[src/rtl/mem_ctrl_pkg.sv]
`default_nettype none
// ============================================================
// mem_ctrl_pkg: shared sizes and FSM encoding for mem_arbiter
// Rev 1.0
// ============================================================
package mem_ctrl_pkg;

  localparam int WIDTH  = 32;
  localparam int DEPTH  = 128;
  localparam int ADDR_W = $clog2(DEPTH);

  typedef enum logic [0:0] {
    CLEAR = 1'b0,
    SERVE = 1'b1
  } state_t;

endpackage
`default_nettype wire

[src/rtl/rr_arb2.sv]
`default_nettype none
// ============================================================
// rr_arb2: two-way round-robin grant, last winner remembered
// Rev 1.0
// ============================================================
module rr_arb2 (
  input  logic clk,
  input  logic rst,
  input  logic i_en,
  input  logic i_req0,
  input  logic i_req1,
  output logic o_gnt0,
  output logic o_gnt1
);

  // 1 means requester 1 won the most recent transfer
  logic r_last;

  always_comb begin
    o_gnt0 = 1'b0;
    o_gnt1 = 1'b0;
    if (i_en) begin
      if (i_req0 && i_req1) begin
        o_gnt0 = r_last;
        o_gnt1 = !r_last;
      end else begin
        o_gnt0 = i_req0;
        o_gnt1 = i_req1;
      end
    end
  end

  always_ff @(posedge clk or posedge rst) begin
    if (rst) begin
      r_last <= 1'b1;
    end else if (o_gnt0 || o_gnt1) begin
      r_last <= o_gnt1;
    end
  end

endmodule
`default_nettype wire

[src/rtl/mem_arbiter.sv]
`default_nettype none
// ============================================================
// mem_arbiter: two requesters onto one memory_block, with zero-fill
// Rev 1.0
// ============================================================
module mem_arbiter #(
  parameter  int WIDTH          = mem_ctrl_pkg::WIDTH,
  parameter  int DEPTH          = mem_ctrl_pkg::DEPTH,
  parameter  bit CLEAR_ON_RESET = 1'b1,
  localparam int ADDR_W         = $clog2(DEPTH)
) (
  input  logic              clk,
  input  logic              rst,
  input  logic              req0_valid,
  input  logic              req0_we,
  input  logic [ADDR_W-1:0] req0_addr,
  input  logic [WIDTH-1:0]  req0_wdata,
  output logic              req0_ready,
  output logic              rsp0_valid,
  output logic [WIDTH-1:0]  rsp0_rdata,
  input  logic              req1_valid,
  input  logic              req1_we,
  input  logic [ADDR_W-1:0] req1_addr,
  input  logic [WIDTH-1:0]  req1_wdata,
  output logic              req1_ready,
  output logic              rsp1_valid,
  output logic [WIDTH-1:0]  rsp1_rdata,
  output logic [ADDR_W-1:0] mem_rd_addr,
  input  logic [WIDTH-1:0]  mem_rd_dout,
  output logic [ADDR_W-1:0] mem_wr_addr,
  output logic [WIDTH-1:0]  mem_wr_din,
  output logic              mem_we,
  output logic              busy
);

  import mem_ctrl_pkg::*;

  localparam state_t            c_RESET_STATE = CLEAR_ON_RESET ? CLEAR : SERVE;
  localparam logic [ADDR_W-1:0] c_LAST_ADDR   = ADDR_W'(DEPTH - 1);

  state_t            r_state;
  state_t            w_state_nxt;
  logic [ADDR_W-1:0] r_clr_cnt;
  logic              w_serve;
  logic              w_gnt0;
  logic              w_gnt1;
  logic              w_gnt_any;
  logic              w_sel_we;
  logic [ADDR_W-1:0] w_sel_addr;
  logic [WIDTH-1:0]  w_sel_wdata;
  logic              r_rsp0_valid;
  logic              r_rsp1_valid;
  logic [WIDTH-1:0]  r_rsp0_rdata;
  logic [WIDTH-1:0]  r_rsp1_rdata;

  // Grants are masked while rst is high so an in-flight read cannot be captured
  assign w_serve = (r_state == SERVE) && !rst;

  rr_arb2 u_arb (
    .clk    (clk),
    .rst    (rst),
    .i_en   (w_serve),
    .i_req0 (req0_valid),
    .i_req1 (req1_valid),
    .o_gnt0 (w_gnt0),
    .o_gnt1 (w_gnt1)
  );

  assign w_gnt_any   = w_gnt0 || w_gnt1;
  assign w_sel_we    = w_gnt1 ? req1_we    : req0_we;
  assign w_sel_addr  = w_gnt1 ? req1_addr  : req0_addr;
  assign w_sel_wdata = w_gnt1 ? req1_wdata : req0_wdata;

  assign req0_ready = w_gnt0;
  assign req1_ready = w_gnt1;

  always_ff @(posedge clk or posedge rst) begin
    if (rst) begin
      r_state <= c_RESET_STATE;
    end else begin
      r_state <= w_state_nxt;
    end
  end

  // Counter saturates at the last address so it never wraps back into a clear
  always_ff @(posedge clk or posedge rst) begin
    if (rst) begin
      r_clr_cnt <= '0;
    end else if ((r_state == CLEAR) && (r_clr_cnt != c_LAST_ADDR)) begin
      r_clr_cnt <= r_clr_cnt + ADDR_W'(1);
    end
  end

  always_comb begin
    w_state_nxt = r_state;
    mem_we      = 1'b0;
    mem_wr_addr = '0;
    mem_wr_din  = '0;
    mem_rd_addr = '0;
    busy        = 1'b0;
    case (r_state)
      CLEAR: begin
        busy        = 1'b1;
        mem_we      = !rst;
        mem_wr_addr = r_clr_cnt;
        if (r_clr_cnt == c_LAST_ADDR) begin
          w_state_nxt = SERVE;
        end
      end
      SERVE: begin
        if (w_gnt_any) begin
          if (w_sel_we) begin
            mem_we      = 1'b1;
            mem_wr_addr = w_sel_addr;
            mem_wr_din  = w_sel_wdata;
          end else begin
            mem_rd_addr = w_sel_addr;
          end
        end
      end
      default: w_state_nxt = c_RESET_STATE;
    endcase
  end

  always_ff @(posedge clk or posedge rst) begin
    if (rst) begin
      r_rsp0_valid <= 1'b0;
      r_rsp1_valid <= 1'b0;
      r_rsp0_rdata <= '0;
      r_rsp1_rdata <= '0;
    end else begin
      r_rsp0_valid <= w_gnt0 && !req0_we;
      r_rsp1_valid <= w_gnt1 && !req1_we;
      if (w_gnt0 && !req0_we) begin
        r_rsp0_rdata <= mem_rd_dout;
      end
      if (w_gnt1 && !req1_we) begin
        r_rsp1_rdata <= mem_rd_dout;
      end
    end
  end

  assign rsp0_valid = r_rsp0_valid;
  assign rsp1_valid = r_rsp1_valid;
  assign rsp0_rdata = r_rsp0_rdata;
  assign rsp1_rdata = r_rsp1_rdata;

endmodule
`default_nettype wire

[config.mk]
export PLATFORM = sky130hd
export DESIGN_NAME = mem_arbiter
export DESIGN_NICKNAME = d
export VERILOG_FILES = /design/src/rtl/mem_ctrl_pkg.sv /design/src/rtl/rr_arb2.sv /design/src/rtl/mem_arbiter.sv
export SDC_FILE = /design/constraint.sdc
export NUM_CORES = 1
export LEC_CHECK = 0
export ABC_AREA = 1
export CORE_MARGIN = 2
export CORE_UTILIZATION = 24
export DETAILED_ROUTE_END_ITERATION = 10
export DONT_BUFFER_PORTS = 1
export GPL_TIMING_DRIVEN = 1
export PLACE_DENSITY = 0.47
export SYNTH_ARGS = -nofsm -noshare
export SYNTH_HDL_FRONTEND = slang
export SYNTH_SLANG_ARGS = --single-unit
export TNS_END_PERCENT = 50
[constraint.sdc]
create_clock -name clk -period 9.3 [get_ports clk]
set_clock_uncertainty 0.15 [all_clocks]
set_input_delay 2.325 -clock clk [delete_from_list [all_inputs] [get_ports clk]]
set_output_delay 2.325 -clock clk [all_outputs]
set_load 0.02 [all_outputs]
# Yosys cells after proc, flatten, opt, wreduce, memory -nomap -nowiden
# Index checks and enable logic that the tools add are counted.
# word_totals
reg_bits,75
latch_bits,0
ramBits,0
mem_bits_ro,0
output_inout_bits,116
wordCells,43
n_memories,0
# classes
add_sub_neg,1
mul,0
n_div,0
magnitude_cmp,0
eq_ne,2
n_shift,0
n_mux,22
n_bitwise,1
reduce_logical,10
# op_table
cell,n
2-to-1 mux 32 bit,4
2-to-1 mux 7 bit,6
case mux 7 bit (2 select lines),1
2-to-1 mux 1 bit,10
"adder 7 x 1 -> 7 bit, second input constant",1
"equality test 7 bit, second input constant",1
"!= test 7 bit, second input constant",1
logical AND 1 bit,5
logical NOT 1 bit,4
case mux 1 bit (2 select lines),1
logical OR 1 bit,1
inverter 1 bit,1

# Logic depth before layout (Yosys ltp)
# Gate-level depths: netlist (run 1).
# depth
word_depth,7
mapped_depth,8

# By module
# Synthesis (run 1) repeated with hierarchy kept, for this count alone.
# unflattened
cells_unflattened,469
area_unflattened_um2,3753.6
# modules_own_cells
module,instances,cells_per_inst,area_each_um2
mem_arbiter,1,457,3684.8
rr_arb2,1,12,68.8

# Worst setup path after synthesis (run 1)
# OpenSTA, ideal clock, no wires.
# synth_timing
path_kind,input to output
from,input rst
to,output mem_wr_din[19]
t_arrival_ns,4.393
slack_ns,2.432
cell_stages,8
path_buffers,1
path_cell_list,inv_2 > nand4_2 > inv_1 > buf_2 > nand2_1 > nand2_1 > inv_1 > nor2_1
# synth_between
elab_chain_cells,7
word_cells_on_any_way,10
# synth_lines
item,line,rtl
from (decl),mem_arbiter.sv:13,"input logic rst,"
logical NOT 1 bit (no source line) *,-,
logical AND 1 bit *,mem_arbiter.sv:57,assign w_serve = (r_state == SERVE) && !rst;
2-to-1 mux 1 bit *,rr_arb2.sv:22,if (i_en) begin
named net req1_ready,mem_arbiter.sv:25,"output logic req1_ready,"
2-to-1 mux 32 bit or 2-to-1 mux 1 bit (tied branches),"mem_arbiter.sv:72, mem_arbiter.sv:70",
2-to-1 mux 32 bit,mem_arbiter.sv:112,if (w_sel_we) begin
2-to-1 mux 32 bit *,mem_arbiter.sv:111,if (w_gnt_any) begin
2-to-1 mux 32 bit *,mem_arbiter.sv:101,case (r_state)
to (decl),mem_arbiter.sv:31,"output logic [WIDTH-1:0] mem_wr_din,"
# The timed path passes the listed nets; every way through them passes the cells marked *.

# Final worst setup path (run 1)
# layout_timing
from,input rst
to,output mem_wr_din[26]
# The elaborated chain is that of the path after synthesis.

==> impl_metrics.env, run 1 <==
export IMPL_max_slew_margin_rel_pct=20.9
export IMPL_dpl_cell_count=750
export IMPL_ys_top_cells_by_area="sky130_fd_sc_hd__dfrtp_1, sky130_fd_sc_hd__nand2_1, sky130_fd_sc_hd__o21ai_0"
export IMPL_worstSetupStartpointType="primary input"
export IMPL_final_setup_tns_ns=0
export IMPL_vdd_ir_drop_worst_mv=0.0655
export IMPL_final_hold_viol_count=0
export IMPL_effective_utilization_at_floorplan_pct=24.6
export IMPL_grt_util_all_layers_pct=13.8
export IMPL_syn_mean_instance_area_um2=7.05
export IMPL_worst_r2r_cell_count=8
export IMPL_clk_pin_slew_ns=0.06
export IMPL_pwr_share_seq_pct=46.9
export IMPL_port_buffers=0
export IMPL_post_route_cells_drive_above_1_share_pct=5.82
export IMPL_yosys_area_share_simple_pct=36.1
export IMPL_switching_share_pct=21.5
export IMPL_comb_power_share_pct=3.3
export IMPL_post_route_period_util_pct=74.7
export IMPL_grt_pass1_wl_mm=18.9
export IMPL_hp_class="reg -> reg"
export IMPL_die_width_um=132
export IMPL_regToRegSetupSlack_ns=6.94
export IMPL_ctsHtreeMaxLevel=3
export IMPL_cts_hold_repair_buffers=0
export IMPL_synth_top_family_by_area="simple AND/OR/NAND/NOR gates"
export IMPL_leakage_uw=0.00252
export IMPL_core_area_um2=15900
export IMPL_ys_seq_elements=75
export IMPL_synth_net_count=674
export IMPL_firstDrtPassIters=4
export IMPL_instances_no_fill=767
export IMPL_outcome="finished, final reports clean"
export IMPL_synth_cell_area_um2=3930
export IMPL_grt_setup_unrepaired="no"
export IMPL_fmax_mhz=144
export IMPL_setup_viol=0
export IMPL_worst_hold_path_stage_count=2
export IMPL_worst_endpoint_required_ns=6.83
export IMPL_power_density_nw_per_um2=163
export IMPL_vias_in_the_first_global_route=3409
export IMPL_end_kind="output pin"
export IMPL_area_fraction_in_compound_gates_after_synthesis_pct=6.59
export IMPL_worstPathMaxFanout=33
export IMPL_filler_cell_count=1761
export IMPL_critical_path_reg2reg_endpoint="rsp1_rdata[18]"
export IMPL_final_nets=662
export IMPL_ys_seq_area_share_pct=47.8
export IMPL_hp_start="r_clr_cnt[6]"
export IMPL_hold_path_end="r_clr_cnt[6]"
export IMPL_ys_warn_count=0
export IMPL_tritoncts="yes"
export IMPL_ys_types=28
export IMPL_placementRows=46
export IMPL_path_class="in -> out"
export IMPL_net_switching_power_uw=154
export IMPL_post_cts_setup_driven_buffer_insertion_count=0
export IMPL_cts_bufs_inserted=9
export IMPL_num_vias=3446
export IMPL_grt_ovfl_total=0
export IMPL_power_internal_uw=559
export IMPL_drtIter0Drc=176
export IMPL_drv_max_cap_violation_count=0
export IMPL_clock_root_buffer="sky130_fd_sc_hd__clkbuf_16"
export IMPL_synthAdderAreaFrac_pct=0.318
export IMPL_yosys_mux_area_fraction_pct=0
export IMPL_top_area_cell_type_share_of_the_netlist_area_pct=47.1
export IMPL_cts_repair_resized=0
export IMPL_slew_violations=0
export IMPL_grt_antenna_before_repair=1
export IMPL_gp_routability_congestion=0.890
export IMPL_syn_inst=557
export IMPL_ant_nets=0
export IMPL_worstSkewPairLatency_ns=0.32
export IMPL_worst_r2r_startpoint="u_arb.r_last"
export IMPL_clock_power_share_pct=49.8
export IMPL_floorplan_io_pins=232
export IMPL_cts_max_path_buffers=2
export IMPL_cts_sink_cnt=75
export IMPL_grt_start_max_net_pins=45
export IMPL_worst_endpoint_arrival_ns=4.47
export IMPL_layout_area_overhead_vs_synth_pct=11.5
export IMPL_synthDominantAreaCellType="sky130_fd_sc_hd__dfrtp_1"
export IMPL_xor_xnor_share_of_the_synthesized_area_pct=0.892
export IMPL_detailedPlacementHpwl_mm=8.96
export IMPL_final_period_minus_worst_setup_slack_ns=6.94
export IMPL_tightest_slew_ns=1.19
export IMPL_drcViolationCount=0
export IMPL_viasPerCell=4.49
export IMPL_wirelength_mm=12.2
export IMPL_dieArea_um2=17400
export IMPL_die_y_um=132
export IMPL_detail_route_wl_per_cell_um=15.8
[sequential cells by signal, summed over array words and instances (netlist names)]
| signal | count |
|---|---|
| rsp1_valid | 1 |
| r_state | 1 |
| rsp0_valid | 1 |
| u_arb.r_last | 1 |
| r_clr_cnt | 7 |
| rsp1_rdata | 32 |
| rsp0_rdata | 32 |
[cell usage after synthesis]
master / instances
sky130_fd_sc_hd__nand2_1: 300
sky130_fd_sc_hd__inv_1: 38
sky130_fd_sc_hd__nor2_1: 36
sky130_fd_sc_hd__buf_1: 4
sky130_fd_sc_hd__nor2_8: 1
sky130_fd_sc_hd__clkbuf_1: 6
sky130_fd_sc_hd__a21oi_1: 8
sky130_fd_sc_hd__nand4_2: 1
sky130_fd_sc_hd__xor2_1: 2
sky130_fd_sc_hd__or2_1: 1
sky130_fd_sc_hd__nand3_1: 17
sky130_fd_sc_hd__buf_6: 6
sky130_fd_sc_hd__inv_2: 3
sky130_fd_sc_hd__buf_2: 12
sky130_fd_sc_hd__nand2_4: 1
sky130_fd_sc_hd__dfrtp_1: 74
sky130_fd_sc_hd__nand3_2: 1
sky130_fd_sc_hd__o21ai_0: 35
sky130_fd_sc_hd__o211ai_2: 1
sky130_fd_sc_hd__dfstp_2: 1
sky130_fd_sc_hd__xnor2_1: 2
sky130_fd_sc_hd__a21oi_4: 1
sky130_fd_sc_hd__inv_4: 1
sky130_fd_sc_hd__nor2_2: 1
sky130_fd_sc_hd__ha_1: 1
sky130_fd_sc_hd__o21a_1: 1
sky130_fd_sc_hd__o31ai_1: 1
sky130_fd_sc_hd__nand2_2: 1
[final cells by class]
type	instances	area (µm²)	share of cell area, %
tap	216	270	6.17
sequential	75	1880	42.9
clock buffer	13	260	5.94
multi-input combinational	412	1730	39.4
clock inverter	3	46.3	1.06
inverter	42	161	3.68
timing repair buffer	5	37.5	0.857
antenna	1	2.50	0.0571
[metal layers]
layer,global-route usage (%),share of wire (%),vias to the layer above,wire length [µm]
met5,0,0,-,0
met3,6.34,11,13,1390
met4,4.65,2.0,0,248
met1,14.0,37,1581,4480
met2,24.9,50,190,6030
li1,-,-,1662,-
[layout by cell type (no fill, tap or decap), types with 2 or more instances in the layout]
master,count
sky130_fd_sc_hd__xor2_1,2
sky130_fd_sc_hd__a21oi_1,8
sky130_fd_sc_hd__dfrtp_1,74
sky130_fd_sc_hd__nand3_1,17
sky130_fd_sc_hd__nand2_1,300
sky130_fd_sc_hd__buf_4,5
sky130_fd_sc_hd__inv_2,2
sky130_fd_sc_hd__clkbuf_8,2
sky130_fd_sc_hd__nor2_1,36
sky130_fd_sc_hd__o21ai_0,35
sky130_fd_sc_hd__clkbuf_16,9
sky130_fd_sc_hd__inv_1,38
sky130_fd_sc_hd__clkbuf_1,2
sky130_fd_sc_hd__xnor2_1,2
[power groups by stage]
stage	registers (µW)	logic [µW]	clock network [µW]
floorplan	339	20.2	0
detailed placement	340	24.9	0
finish	334	23.7	355
CTS	334	24.9	364
global placement	340	24.3	0
global route	334	28.4	379
[worst max-delay path by stage]
stage	startpoint	endpoint	slack (ns)	cells after the start
after CTS	rst	mem_we	2.25	7
after global placement	rst	mem_we	2.34	7
after floorplan	rst	mem_wr_din[19]	2.43	8
after detailed placement	rst	mem_we	2.25	7
after global routing	rst	mem_we	2.06	7
final	rst	mem_wr_din[26]	2.36	7
[critical path: stages]
cell and delay (ns):
sky130_fd_sc_hd__clkinv_2 0.37, sky130_fd_sc_hd__nand4_2 0.17, sky130_fd_sc_hd__inv_1 0.89, sky130_fd_sc_hd__nand2_1 0.19, sky130_fd_sc_hd__nand2_1 0.12, sky130_fd_sc_hd__inv_1 0.04, sky130_fd_sc_hd__nor2_1 0.33
[logic make-up after synthesis]
| family | Yosys count |
|---|---|
| and+or+nand+nor | 360 |
| DFF | 75 |
| buffers and inverters | 70 |
| AOI/OAI and AO/OA | 47 |
| xor gates and xnor gates | 4 |
| adders and majority gates | 1 |
[stage by stage]
step	cell area (µm²)	total power [µW]	utilization (%)	setup slack (ns)	hold WS, ns
final	4380	713	27.5	2.36	0.349
after global routing	4380	741	27.5	2.06	0.393
after floorplan	3930	359	-	2.43	0.300
after CTS	4380	723	27.5	2.25	0.343
after global placement	4070	364	25.5	2.34	0.324
after detailed placement	4070	365	25.5	2.25	0.330
(Power assumes the default switching activity.)
==> run 2: changes to the inputs <==
==> constraint.sdc (replaced) <==
create_clock -name clk -period 6.6 [get_ports clk]
set_clock_uncertainty 0.15 [all_clocks]
set_input_delay 1.65 -clock clk [delete_from_list [all_inputs] [get_ports clk]]
set_output_delay 1.65 -clock clk [all_outputs]
set_load 0.02 [all_outputs]
==> run 2 against run 1 <==
  * Sequential share of layout area shrank 1.6 points
  * Utilization is 1.0 points higher
  * Non-clock buffer count grew 22
  * Setup slack got worse by 0.74 ns
  * Routed wire length is 1.1% higher
  * Global-route usage barely moved
  * Combinational power up 40%
  * Hold slack improved by 0.0023 ns
  * First-iteration DRC count shrank 24%
  * Die area unchanged
  * Cell count is 2.7% higher
  * Register-to-register slack got worse by 2.7 ns
  * Largest cell class unchanged
  * Highest routed layer unchanged
==> impl_metrics.env, run 2 (synthesis results as in run 1) <==
export IMPL_multi_input_area_um2=1730
export IMPL_cts_sink_cnt=75
export IMPL_layout_area_overhead_vs_synth_pct=15.7
export IMPL_filler_cell_count=1738
export IMPL_vias_in_the_first_global_route=3529
export IMPL_globalRouteMet1Util_pct=14.7
export IMPL_slew_violations=0
export IMPL_place_ws_ns=1.61
export IMPL_crit_path_frequent_cell="sky130_fd_sc_hd__nand2_1"
export IMPL_cts_repair_resized=0
export IMPL_final_setup_tns_ns=0
export IMPL_ctsHtreeMaxLevel=3
export IMPL_gp_routability_congestion=0.873
export IMPL_wirelength_mm=12.3
export IMPL_detailedPlacementHpwl_mm=9.00
export IMPL_layout_commonest_cell="sky130_fd_sc_hd__nand2_1"
export IMPL_ff_latch_area_um2=1880
export IMPL_placementRows=46
export IMPL_cts_max_path_buffers=2
export IMPL_cts_hold_repair_buffers=0
export IMPL_grt_antenna_before_repair=0
export IMPL_cpLargestDelayFamily="buffers and inverters"
export IMPL_core_area_um2=15900
export IMPL_outcome="finished, final reports clean"
export IMPL_drv_max_cap_violation_count=0
export IMPL_cts_bufs_inserted=9
export IMPL_power_density_nw_per_um2=223
export IMPL_highest_count_cells_in_the_layout_ignoring_fill_and_taps="sky130_fd_sc_hd__nand2_1, sky130_fd_sc_hd__dfrtp_1, sky130_fd_sc_hd__inv_1"
export IMPL_grt_setup_unrepaired="no"
export IMPL_tightest_slew_ns=1.12
export IMPL_final_period_minus_worst_setup_slack_ns=4.99
export IMPL_worstPathMaxFanout=33
export IMPL_cp_cell_sequence="nand2_1 -> nand4_2 -> inv_1 -> nand2_1 -> nand2_1 -> inv_1 -> nor2_1 -> buf_4"
export IMPL_num_vias=3492
export IMPL_clk_pin_slew_ns=0.06
export IMPL_worstSetupStartpointType="primary input"
export IMPL_final_hold_viol_count=0
export IMPL_layout_setup_ws_ns=1.61
export IMPL_effective_utilization_at_floorplan_pct=24.6
export IMPL_grt_start_max_net_pins=76
export IMPL_max_slew_margin_rel_pct=25.2
export IMPL_worst_endpoint_required_ns=4.80
export IMPL_post_route_cells_drive_above_1_share_pct=9.79
export IMPL_grt_busiest_layer="met2"
export IMPL_grt_util_all_layers_pct=13.8
export IMPL_drtIter0Drc=134
export IMPL_grt_ovfl_total=0
export IMPL_hp_class="reg -> reg"
export IMPL_clock_root_buffer="sky130_fd_sc_hd__clkbuf_16"
export IMPL_leakage_uw=0.00265
export IMPL_post_route_period_util_pct=75.5
export IMPL_gr_usage_met3_pct=5.19
export IMPL_path_class="in -> out"
export IMPL_worst_endpoint_arrival_ns=3.19
export IMPL_finish_utilization_pct=28.5
export IMPL_dieArea_um2=17400
export IMPL_setup_viol=0
export IMPL_ant_nets=0
export IMPL_worstSkewPairLatency_ns=0.33
export IMPL_tritoncts="yes"
export IMPL_die_y_um=132
export IMPL_crit_buf_inv=3
export IMPL_post_cts_setup_driven_buffer_insertion_count=0
export IMPL_die_width_um=132
export IMPL_timing_critical_path_slowest_cell_delay_ns=0.82
export IMPL_fmax_mhz=201
export IMPL_floorplan_io_pins=232
export IMPL_critPathSlowestCell="sky130_fd_sc_hd__inv_1"
export IMPL_vdd_ir_drop_worst_mv=0.0969
export IMPL_firstDrtPassIters=4
export IMPL_use_met2_pct=24.6
export IMPL_antenna_cells=0
export IMPL_viasPerCell=4.43
export IMPL_final_nets=684
export IMPL_detail_route_wl_per_cell_um=15.6
export IMPL_port_buffers=0
export IMPL_end_kind="output pin"
export IMPL_drcViolationCount=0
export IMPL_grt_pass1_wl_mm=19.1
-- run 2: power breakdown --
part / internal, µW / leakage [µW] / switching, µW
registers: 463 / 0.00103 / 7.13
clock network: 300 / 0.000149 / 211
logic: 9.71 / 0.00147 / 23.5
-- run 2: metal layers --
layer | wire (µm) | vias up
met4 | 261 | 0
met3 | 1310 | 16
li1 | - | 1706
met5 | 0 | -
met1 | 4770 | 1587
met2 | 5940 | 183
-- run 2: cell type report --
class | instances | area share (%)
timing repair buffer | 27 | 4.46
tap | 216 | 5.94
sequential | 75 | 41.3
multi-input combinational | 412 | 37.9
clock buffer | 9 | 4.95
inverter | 42 | 3.55
clock inverter | 7 | 1.84
-- run 2: worst min-delay path, delay by kind of cell, from the launching register on --
kind                   cells  cell delay, ns
flip-flops                 1            0.35
buffers and inverters      1            0.06
AO/OA/AOI/OAI              1            0.06
-- run 2: stage by stage --
| stage | power [µW] | instances | cell area, µm² | hold slack, ns |
|---|---|---|---|---|
| after floorplan | 506 | 557 | 3930 | 0.300 |
| after global placement | 513 | 772 | 4240 | 0.324 |
| after detailed placement | 513 | 772 | 4240 | 0.338 |
| after CTS | 1030 | 788 | 4550 | 0.354 |
| after global routing | 1050 | 788 | 4550 | 0.371 |
| final | 1010 | 788 | 4550 | 0.352 |
-- run 2: final timing paths --
check | from | to | slack [ns] | cells past startpoint
worst min register to register | r_clr_cnt[6] | r_clr_cnt[6] | 0.35 | 2
worst min-delay path | r_clr_cnt[6] | r_clr_cnt[6] | 0.35 | 2
max in group asynchronous | rst | rsp1_rdata[18] | 4.30 | 2
worst max register to register | u_arb.r_last | rsp1_rdata[23] | 4.27 | 8
min in group asynchronous | rst | r_state | 1.37 | 2
worst max-delay path | req0_valid | mem_wr_din[22] | 1.61 | 8
